--- src/rtl/decode_issue.sv ---
// In-order RV64I decode/issue stage: latches one instruction from fetch, stalls on
// scoreboard hazards, reads operands from the registered register file and issues.
module decode_issue (
  input  logic        clk,
  input  logic        reset_n,
  input  logic        ifetch_valid,
  input  logic [31:0] ifetch_instr,
  input  logic [63:0] ifetch_pc,
  output logic        ofetch_ready,
  output logic [4:0]  orf_read_reg_num0,
  output logic [4:0]  orf_read_reg_num1,
  input  logic [63:0] irf_read_data0,
  input  logic [63:0] irf_read_data1,
  input  logic        iwb_valid,
  input  logic [4:0]  iwb_reg_num,
  input  logic        iflush,
  output logic        oex_valid,
  input  logic        iex_ready,
  output logic [63:0] oex_pc,
  output logic [6:0]  oex_opcode,
  output logic [2:0]  oex_funct3,
  output logic [6:0]  oex_funct7,
  output logic [4:0]  oex_rd,
  output logic [63:0] oex_rs1_data,
  output logic [63:0] oex_rs2_data,
  output logic [63:0] oex_imm
);

  localparam logic [6:0] OPC_LUI       = 7'h37;
  localparam logic [6:0] OPC_AUIPC     = 7'h17;
  localparam logic [6:0] OPC_JAL       = 7'h6F;
  localparam logic [6:0] OPC_JALR      = 7'h67;
  localparam logic [6:0] OPC_BRANCH    = 7'h63;
  localparam logic [6:0] OPC_LOAD      = 7'h03;
  localparam logic [6:0] OPC_STORE     = 7'h23;
  localparam logic [6:0] OPC_OP_IMM    = 7'h13;
  localparam logic [6:0] OPC_OP_IMM_32 = 7'h1B;
  localparam logic [6:0] OPC_OP        = 7'h33;
  localparam logic [6:0] OPC_OP_32     = 7'h3B;
  localparam logic [6:0] OPC_FENCE     = 7'h0F;
  localparam logic [6:0] OPC_SYSTEM    = 7'h73;

  typedef enum logic [1:0] {
    S_IDLE,
    S_CHECK,
    S_READ,
    S_ISSUE
  } state_e;

  state_e      state_q, state_d;
  logic [31:0] instr_q, instr_d;
  logic [63:0] pc_q, pc_d;
  logic [31:0] busy_q, busy_d;

  logic [63:0] ex_pc_q, ex_pc_d;
  logic [6:0]  ex_opcode_q, ex_opcode_d;
  logic [2:0]  ex_funct3_q, ex_funct3_d;
  logic [6:0]  ex_funct7_q, ex_funct7_d;
  logic [4:0]  ex_rd_q, ex_rd_d;
  logic [63:0] ex_rs1_data_q, ex_rs1_data_d;
  logic [63:0] ex_rs2_data_q, ex_rs2_data_d;
  logic [63:0] ex_imm_q, ex_imm_d;

  logic [6:0]  opcode;
  logic [4:0]  rs1, rs2, rd;
  logic        use_rs1, use_rs2, writes_rd;
  logic [63:0] imm;
  logic        hazard;
  logic        set_busy;

  assign opcode = instr_q[6:0];
  assign rd     = instr_q[11:7];
  assign rs1    = instr_q[19:15];
  assign rs2    = instr_q[24:20];

  always_comb begin
    use_rs1   = 1'b0;
    use_rs2   = 1'b0;
    writes_rd = 1'b0;
    imm       = '0;
    case (opcode)
      OPC_LUI, OPC_AUIPC: begin
        writes_rd = 1'b1;
        imm       = {{32{instr_q[31]}}, instr_q[31:12], 12'b0};
      end
      OPC_JAL: begin
        writes_rd = 1'b1;
        imm       = {{44{instr_q[31]}}, instr_q[19:12], instr_q[20], instr_q[30:21], 1'b0};
      end
      OPC_JALR, OPC_LOAD, OPC_OP_IMM, OPC_OP_IMM_32: begin
        use_rs1   = 1'b1;
        writes_rd = 1'b1;
        imm       = {{52{instr_q[31]}}, instr_q[31:20]};
      end
      OPC_OP, OPC_OP_32: begin
        use_rs1   = 1'b1;
        use_rs2   = 1'b1;
        writes_rd = 1'b1;
      end
      OPC_BRANCH: begin
        use_rs1 = 1'b1;
        use_rs2 = 1'b1;
        imm     = {{52{instr_q[31]}}, instr_q[7], instr_q[30:25], instr_q[11:8], 1'b0};
      end
      OPC_STORE: begin
        use_rs1 = 1'b1;
        use_rs2 = 1'b1;
        imm     = {{52{instr_q[31]}}, instr_q[31:25], instr_q[11:7]};
      end
      // FENCE/SYSTEM carry an I-format immediate but touch no scoreboarded registers
      OPC_FENCE, OPC_SYSTEM: begin
        imm = {{52{instr_q[31]}}, instr_q[31:20]};
      end
      default: ;
    endcase
  end

  // busy[0] is held at 0, so rd=x0 or rs=x0 never causes a stall
  assign hazard = (use_rs1 && busy_q[rs1]) || (use_rs2 && busy_q[rs2]) ||
                  (writes_rd && busy_q[rd]);

  always_comb begin
    state_d           = state_q;
    instr_d           = instr_q;
    pc_d              = pc_q;
    busy_d            = busy_q;
    ex_pc_d           = ex_pc_q;
    ex_opcode_d       = ex_opcode_q;
    ex_funct3_d       = ex_funct3_q;
    ex_funct7_d       = ex_funct7_q;
    ex_rd_d           = ex_rd_q;
    ex_rs1_data_d     = ex_rs1_data_q;
    ex_rs2_data_d     = ex_rs2_data_q;
    ex_imm_d          = ex_imm_q;
    ofetch_ready      = 1'b0;
    oex_valid         = 1'b0;
    orf_read_reg_num0 = '0;
    orf_read_reg_num1 = '0;
    set_busy          = 1'b0;

    case (state_q)
      S_IDLE: begin
        ofetch_ready = reset_n;
        if (ifetch_valid) begin
          instr_d = ifetch_instr;
          pc_d    = ifetch_pc;
          state_d = S_CHECK;
        end
      end
      S_CHECK: begin
        orf_read_reg_num0 = use_rs1 ? rs1 : '0;
        orf_read_reg_num1 = use_rs2 ? rs2 : '0;
        if (iflush)       state_d = S_IDLE;
        else if (!hazard) state_d = S_READ;
      end
      S_READ: begin
        orf_read_reg_num0 = use_rs1 ? rs1 : '0;
        orf_read_reg_num1 = use_rs2 ? rs2 : '0;
        if (iflush) begin
          state_d = S_IDLE;
        end else begin
          ex_pc_d       = pc_q;
          ex_opcode_d   = opcode;
          ex_funct3_d   = instr_q[14:12];
          ex_funct7_d   = instr_q[31:25];
          ex_rd_d       = rd;
          ex_rs1_data_d = irf_read_data0;
          ex_rs2_data_d = irf_read_data1;
          ex_imm_d      = imm;
          state_d       = S_ISSUE;
        end
      end
      S_ISSUE: begin
        oex_valid = 1'b1;
        if (iex_ready) begin
          set_busy = writes_rd;
          state_d  = S_IDLE;
        end else if (iflush) begin
          state_d = S_IDLE;
        end
      end
      default: state_d = S_IDLE;
    endcase

    // clear before set so an issuing rd stays busy on a coincident writeback
    if (iwb_valid) busy_d[iwb_reg_num] = 1'b0;
    if (set_busy)  busy_d[rd] = 1'b1;
    busy_d[0] = 1'b0;
  end

  always_ff @(posedge clk) begin
    if (!reset_n) begin
      state_q       <= S_IDLE;
      instr_q       <= '0;
      pc_q          <= '0;
      busy_q        <= '0;
      ex_pc_q       <= '0;
      ex_opcode_q   <= '0;
      ex_funct3_q   <= '0;
      ex_funct7_q   <= '0;
      ex_rd_q       <= '0;
      ex_rs1_data_q <= '0;
      ex_rs2_data_q <= '0;
      ex_imm_q      <= '0;
    end else begin
      state_q       <= state_d;
      instr_q       <= instr_d;
      pc_q          <= pc_d;
      busy_q        <= busy_d;
      ex_pc_q       <= ex_pc_d;
      ex_opcode_q   <= ex_opcode_d;
      ex_funct3_q   <= ex_funct3_d;
      ex_funct7_q   <= ex_funct7_d;
      ex_rd_q       <= ex_rd_d;
      ex_rs1_data_q <= ex_rs1_data_d;
      ex_rs2_data_q <= ex_rs2_data_d;
      ex_imm_q      <= ex_imm_d;
    end
  end

  assign oex_pc       = ex_pc_q;
  assign oex_opcode   = ex_opcode_q;
  assign oex_funct3   = ex_funct3_q;
  assign oex_funct7   = ex_funct7_q;
  assign oex_rd       = ex_rd_q;
  assign oex_rs1_data = ex_rs1_data_q;
  assign oex_rs2_data = ex_rs2_data_q;
  assign oex_imm      = ex_imm_q;

endmodule

--- config.mk ---
export PLATFORM = sky130hd
export DESIGN_NAME = decode_issue
export DESIGN_NICKNAME = d
export VERILOG_FILES = /design/src/rtl/decode_issue.sv
export SDC_FILE = /design/constraint.sdc
export NUM_CORES = 1
export LEC_CHECK = 0
export ABC_AREA = 1
export BUFFER_PORTS_ARGS = -buffer_cell sky130_fd_sc_hd__clkbuf_2
export CAP_MARGIN = 20
export CORE_MARGIN = 2
export CORE_UTILIZATION = 30
export CTS_CLUSTER_SIZE = 24
export DETAILED_ROUTE_END_ITERATION = 10
export GPL_ROUTABILITY_DRIVEN = 1
export PLACE_DENSITY = 0.58
export SLEW_MARGIN = 10
export SYNTH_ARGS = -nofsm -noshare
export SYNTH_HDL_FRONTEND = slang
export SYNTH_SLANG_ARGS = --single-unit
--- constraint.sdc ---
create_clock -name clk -period 2.3 [get_ports clk]
set_input_delay 0.23 -clock clk [delete_from_list [all_inputs] [get_ports clk]]
set_output_delay 0.23 -clock clk [all_outputs]
set_load 0.02 [all_outputs]
After elaboration in Yosys (flattened, before gate mapping)
Cells that the tools add are included.
Word-level totals
  memories: 0
  RAM bits: 0
  bits in latches: 0
  memory bits (read-only): 0
  register bits after elaboration: 408
Cells by class
  reduce and logical (&&, ||, !) cells: 17
  bitwise gates (word level): 4
  mux-type cells: 31
  div/mod/pow operators: 0
  add/sub/neg operators: 0
  multipliers: 0
  equality and inequality tests: 19
  order comparisons: 6
  shifts and indexed selects: 0
Operator list (count)
  $pmux W64 S5: 1
  $mux W32: 2
  $and A32 B32 Y32: 1
  $not A32 Y32: 1
  $or A32 B32 Y32: 1
  $eq A7 B6 Y1 const B: 4
  $eq A7 B7 Y1 const B: 4
  $lt A5 B6 Y1 const B: 4
  $eq A7 B5 Y1 const B: 3
  $mux W5: 4
  $bmux W1 S5: 3
  $mux W1: 12
  $mux W2: 6
  $demux W1 S5: 2
  $ge A5 B1 Y1 const B: 2
  $reduce_or A9 Y1: 1
  $pmux W2 S4: 1
  $reduce_or A8 Y1: 1
  $eq A7 B2 Y1 const B: 1
  $eq A7 B4 Y1 const B: 1
  $ne A3 B3 Y1 const B: 2
  $reduce_or A6 Y1: 1
  $logic_and A1 B1 Y1: 5
  $eq A2 B2 Y1 const B: 2
  other kinds (9): 12

Longest topological paths before layout
  depth after elaboration: 9
  gate-level depth with buffers: 16
  gate-level depth less buffers: 16

Worst setup path before layout
No wires, ideal clock.
  path kind: register -> output
  start: register instr_q[1]
  end: output port orf_read_reg_num0[0]
  setup slack: 0.506 ns
  required time: 2.070 ns
  stages on the path, launching flop included: 11
  arrival: 1.564 ns
  path through: dfxtp_1 > nand2_1 > nor2_2 > inv_2 > nor2_2 > nand2_2 > nand2_1 > inv_2 > nand2_1 > inv_1 > nor3_1
Between the ends
  word-level cells in the longest chain between the ends: 5
  elaborated cells between the ends (all ways): 12
RTL lines
  start: declaration: line 51  | logic [31:0] instr_q, instr_d;
  start signal: assignment: line 207  | instr_q <= instr_d;
  $eq A7 B6 Y1, or another cell as far along: line 81  | case (opcode)
  $reduce_or A8 Y1 (no source line) (*)
  $mux W1 (*): line 81
  $mux W5 (*): line 151, 157
  $mux W5 (*)
  end: declaration: line 10  | output logic [4:0] orf_read_reg_num0,
Mark *: on every way between the ends. The rest lies on a longest branch, timed or not.

Worst setup path after layout
  start: register state_q[1]
  end: output port orf_read_reg_num1[4]
Between the ends
  word-level cells in the longest chain between the ends: 3
  elaborated cells between the ends (all ways): 4
RTL lines
  start: declaration: line 50  | state_e state_q, state_d;
  start signal: assignment: line 206  | state_q <= state_d;
  $eq A2 B2 Y1 / $eq A2 B1 Y1 (equally long branches): line 141  | case (state_q)
  $reduce_or A2 Y1 (no source line) (*)
  $mux W5 (*)
  end: declaration: line 11  | output logic [4:0] orf_read_reg_num1,
Marks and branches as above.

==> results.ini <==
[status]
outcome=complete, no violations

[cells_and_area]
area_delta_synth_final_pct=47.12
nNetsFinal=2908
layout-drive-gt1-share_pct=25.81

[synthesis]
yosysSeqAreaShare_pct=50.97
syn_nets=2242
ys_ff_latch=375
synthArstFlopShare_pct=0
netlist_area_um2=14730
yosysUniqueCellTypes=33
synth_edf_count=0
synthFlopType=dfxtp_1
syn_inst=2002
ys_warn_count=0
synth_area_per_cell_um2=7.357

[sta]
post-route-min-period_ns=2.220
final_hold_viol_count=0
period_share_pct=96.50
setup_viol=0
timing.fmax_mhz=450.5
drv_slew=0
maxSlewHeadroom_pct=67.25
worst_pin_slew_ns=0.4861
worst_hold_slack_ns=0.03692
rsz0062_at_grt=true
skew_ns=0.01151

[worst_hold_path]
hp-start=ifetch_instr[7]
hp-class=input port to flop
holdPathStages=3
hold_path_end=instr_q[7]$_SDFFE_PN0P_

[power_and_ir_drop]
p_per_area_nw_per_um2=817.9
finalPower_mw=17.72
leakage_nw=10.11
ir_worst_vdd_uv=558.7

[worst_setup_path]
crit_required_ns=2.07
r2r-start=instr_q[2]$_SDFFE_PN0P_
r2r-end=busy_q[17]$_SDFF_PN0_
path_class=flop to output port
worst_ep_arrival_time_ns=1.99
end_kind=output port
path_max_fanout=10
startpoint_type=flop
r2r.worst_path.cells=10
cp_slowest_cell=dfxtp_1
max_stage_delay_ns=0.40
worst-r2r-setup-slack_ns=0.20
path_cells=inv_1 > ha_4 > clkinv_4 > nor3_1 > clkbuf_2

[floorplanning]
die-height_um=225.6
start_util_pct=30.21
ios=525
core_area_um2=48750
die_area_um2=50880
rows=81
die_x_um=225.6

[drt]
remaining_drc_errors=0
routed_via_density=4.785
drt_iter0_drc=1136
wl_per_cell_um=17.35
antenna_left=0
vias=16124
firstDrtPassIters=5
totalWireLength_um=58490

[clocking]
numCtsBuffers=44
cts_buffer_depth=3
clock_latency_ns=0.56
cts-root-buf=clkbuf_16
cts.sinks=375
path_clk_slew_ns=0.06
cts_tree=done
h-tree-depth=2

[global_routing]
use_met1_pct=26.73
grt_use_total_pct=22.12
antenna_found_initial=8
grt.busiest_layer=met2
grt_pass1_wl_um=88450
grt_pass1_vias=15946
met2_usage_pct=37.39
grt-ovfl-total=0
grt_max_degree=109
use_met3_pct=5.334

[place]
hpwl_um=39820
finalWeightedCongestion=0.8705
io_buffers=524

[flow_run]
max_cap_violations=0

metal layers:
| metal | up-vias | share of wire [%] |
|---|---|---|
| li1 | 7816 | - |
| met1 | 7478 | 40 |
| met2 | 680 | 48 |
| met3 | 146 | 7.6 |
| met4 | 4 | 4.2 |
| met5 | - | 0.038 |
how the worst max path moves through the flow:
stage,startpoint,to,slack [ns],cells past startpoint
floorplan,instr_q[1]$_SDFFE_PN0P_,orf_read_reg_num0[0],0.51,10
global placement,instr_q[1]$_SDFFE_PN0P_,oex_imm[20]$_SDFFE_PN0P_,0.27,12
detailed placement,instr_q[0]$_SDFFE_PN0P_,oex_imm[20]$_SDFFE_PN0P_,0.15,12
CTS,instr_q[1]$_SDFFE_PN0P_,orf_read_reg_num0[2],0.006,11
global route,instr_q[5]$_SDFFE_PN0P_,orf_read_reg_num0[1],-0.02,9
finish,state_q[1]$_SDFFE_PN0P_,orf_read_reg_num1[4],0.08,5
cell families after synthesis:
logic type               share of synthesized area (%)
adder cells (fa/ha/maj)                         0.4248
buffers and inverters                            7.221
flip-flops                                       50.97
AND/OR/NAND/NOR                                  24.12
AO/OA/AOI/OAI                                    17.26
flip-flops by register name, summed over array words and instances, names as in the netlist:
signal,cells
oex_rs2_data,64
state_q,2
oex_opcode,7
oex_rs1_data,64
oex_rd,5
instr_q,32
oex_funct7,7
busy_q,31
oex_pc,64
oex_imm,32
pc_q,64
oex_funct3,3
synth_stat cells, types with 2 or more instances:
cell,number,area (um^2)
buf_1,6,22.52
nor3_2,6,60.06
nand4_1,3,18.77
nor2_2,6,37.54
buf_4,32,240.2
inv_2,14,52.55
inv_1,67,251.5
nor4_4,2,42.54
o21bai_1,2,15.01
clkbuf_1,112,420.4
nor3_1,15,75.07
nand3_1,85,425.4
buf_2,10,50.05
a21oi_1,121,605.6
nor2_1,538,2019
o211ai_1,2,15.01
nor2_4,2,22.52
nand2_2,3,18.77
o21ai_0,359,1797
ha_1,5,62.56
buf_6,2,22.52
o21ai_1,10,50.05
nand2_1,211,792.0
dfxtp_1,375,7507
o22ai_1,6,37.54
critical path, delay by kind of cell (launching register included):
| kind | cells | cell delay, ns |
|---|---|---|
| flops | 1 | 0.40 |
| simple gates | 1 | 0.25 |
| buf+inv | 3 | 0.46 |
| fa+ha+maj | 1 | 0.32 |
final cells by class:
class | count | area, um^2
flip-flops and latches | 375 | 7516
clock buffers | 61 | 1245
multi-input cells | 1383 | 6266
diodes | 6 | 15.01
fillers | 4766 | 27080
repair buffers | 782 | 5239
clock inverters | 17 | 235.2
well taps | 664 | 830.8
inverters | 82 | 320.3
metrics by stage:
stage	worst slack, ns	setup TNS, ns	utilization [%]	instance area (um^2)	instances
after CTS	0.005642	0	44.32	21610	3362
after detailed placement	0.1484	0	36.67	17880	3068
final	0.08044	0	44.45	21670	3370
after floorplan	0.5056	0	-	14730	2002
after global placement	0.2718	0	36.67	17880	3068
after global routing	-0.02257	-0.04504	44.45	21670	3370
where the power goes:
| group | total [mW] | internal, mW | switching [mW] |
|---|---|---|---|
| clock network | 7.24 | 4.35 | 2.89 |
| registers | 7.36 | 7.03 | 0.332 |
| logic | 3.12 | 1.14 | 1.98 |
layout by cell type, fill, tap and decap left out, types with 5 or more instances in the layout:
cell type / instances
a21oi_1: 120
buf_12: 10
buf_4: 39
bufinv_16: 5
clkbuf_1: 9
clkbuf_16: 44
clkbuf_2: 516
clkbuf_8: 8
clkinv_2: 8
dfxtp_1: 370
diode_2: 6
dlygate4sd3_1: 214
inv_1: 65
inv_2: 14
nand2_1: 206
nand3_1: 85
nor2_1: 537
nor2_4: 5
nor3_1: 8
nor3_2: 13
o21ai_0: 358
o21ai_1: 11
o22ai_1: 6
repair_timing:
action / 4_1_cts / 5_1_grt
pin swaps: 1 / 3
gates cloned: 0 / 0
endpoints found under the hold margin: 214 / 0
setup endpoints to repair: 10 / 22
buffers inserted: 2 / 2
hold buffers: 214 / 0
gates resized for setup: 25 / 17
No activity file was read; power rests on OpenSTA's default activity.
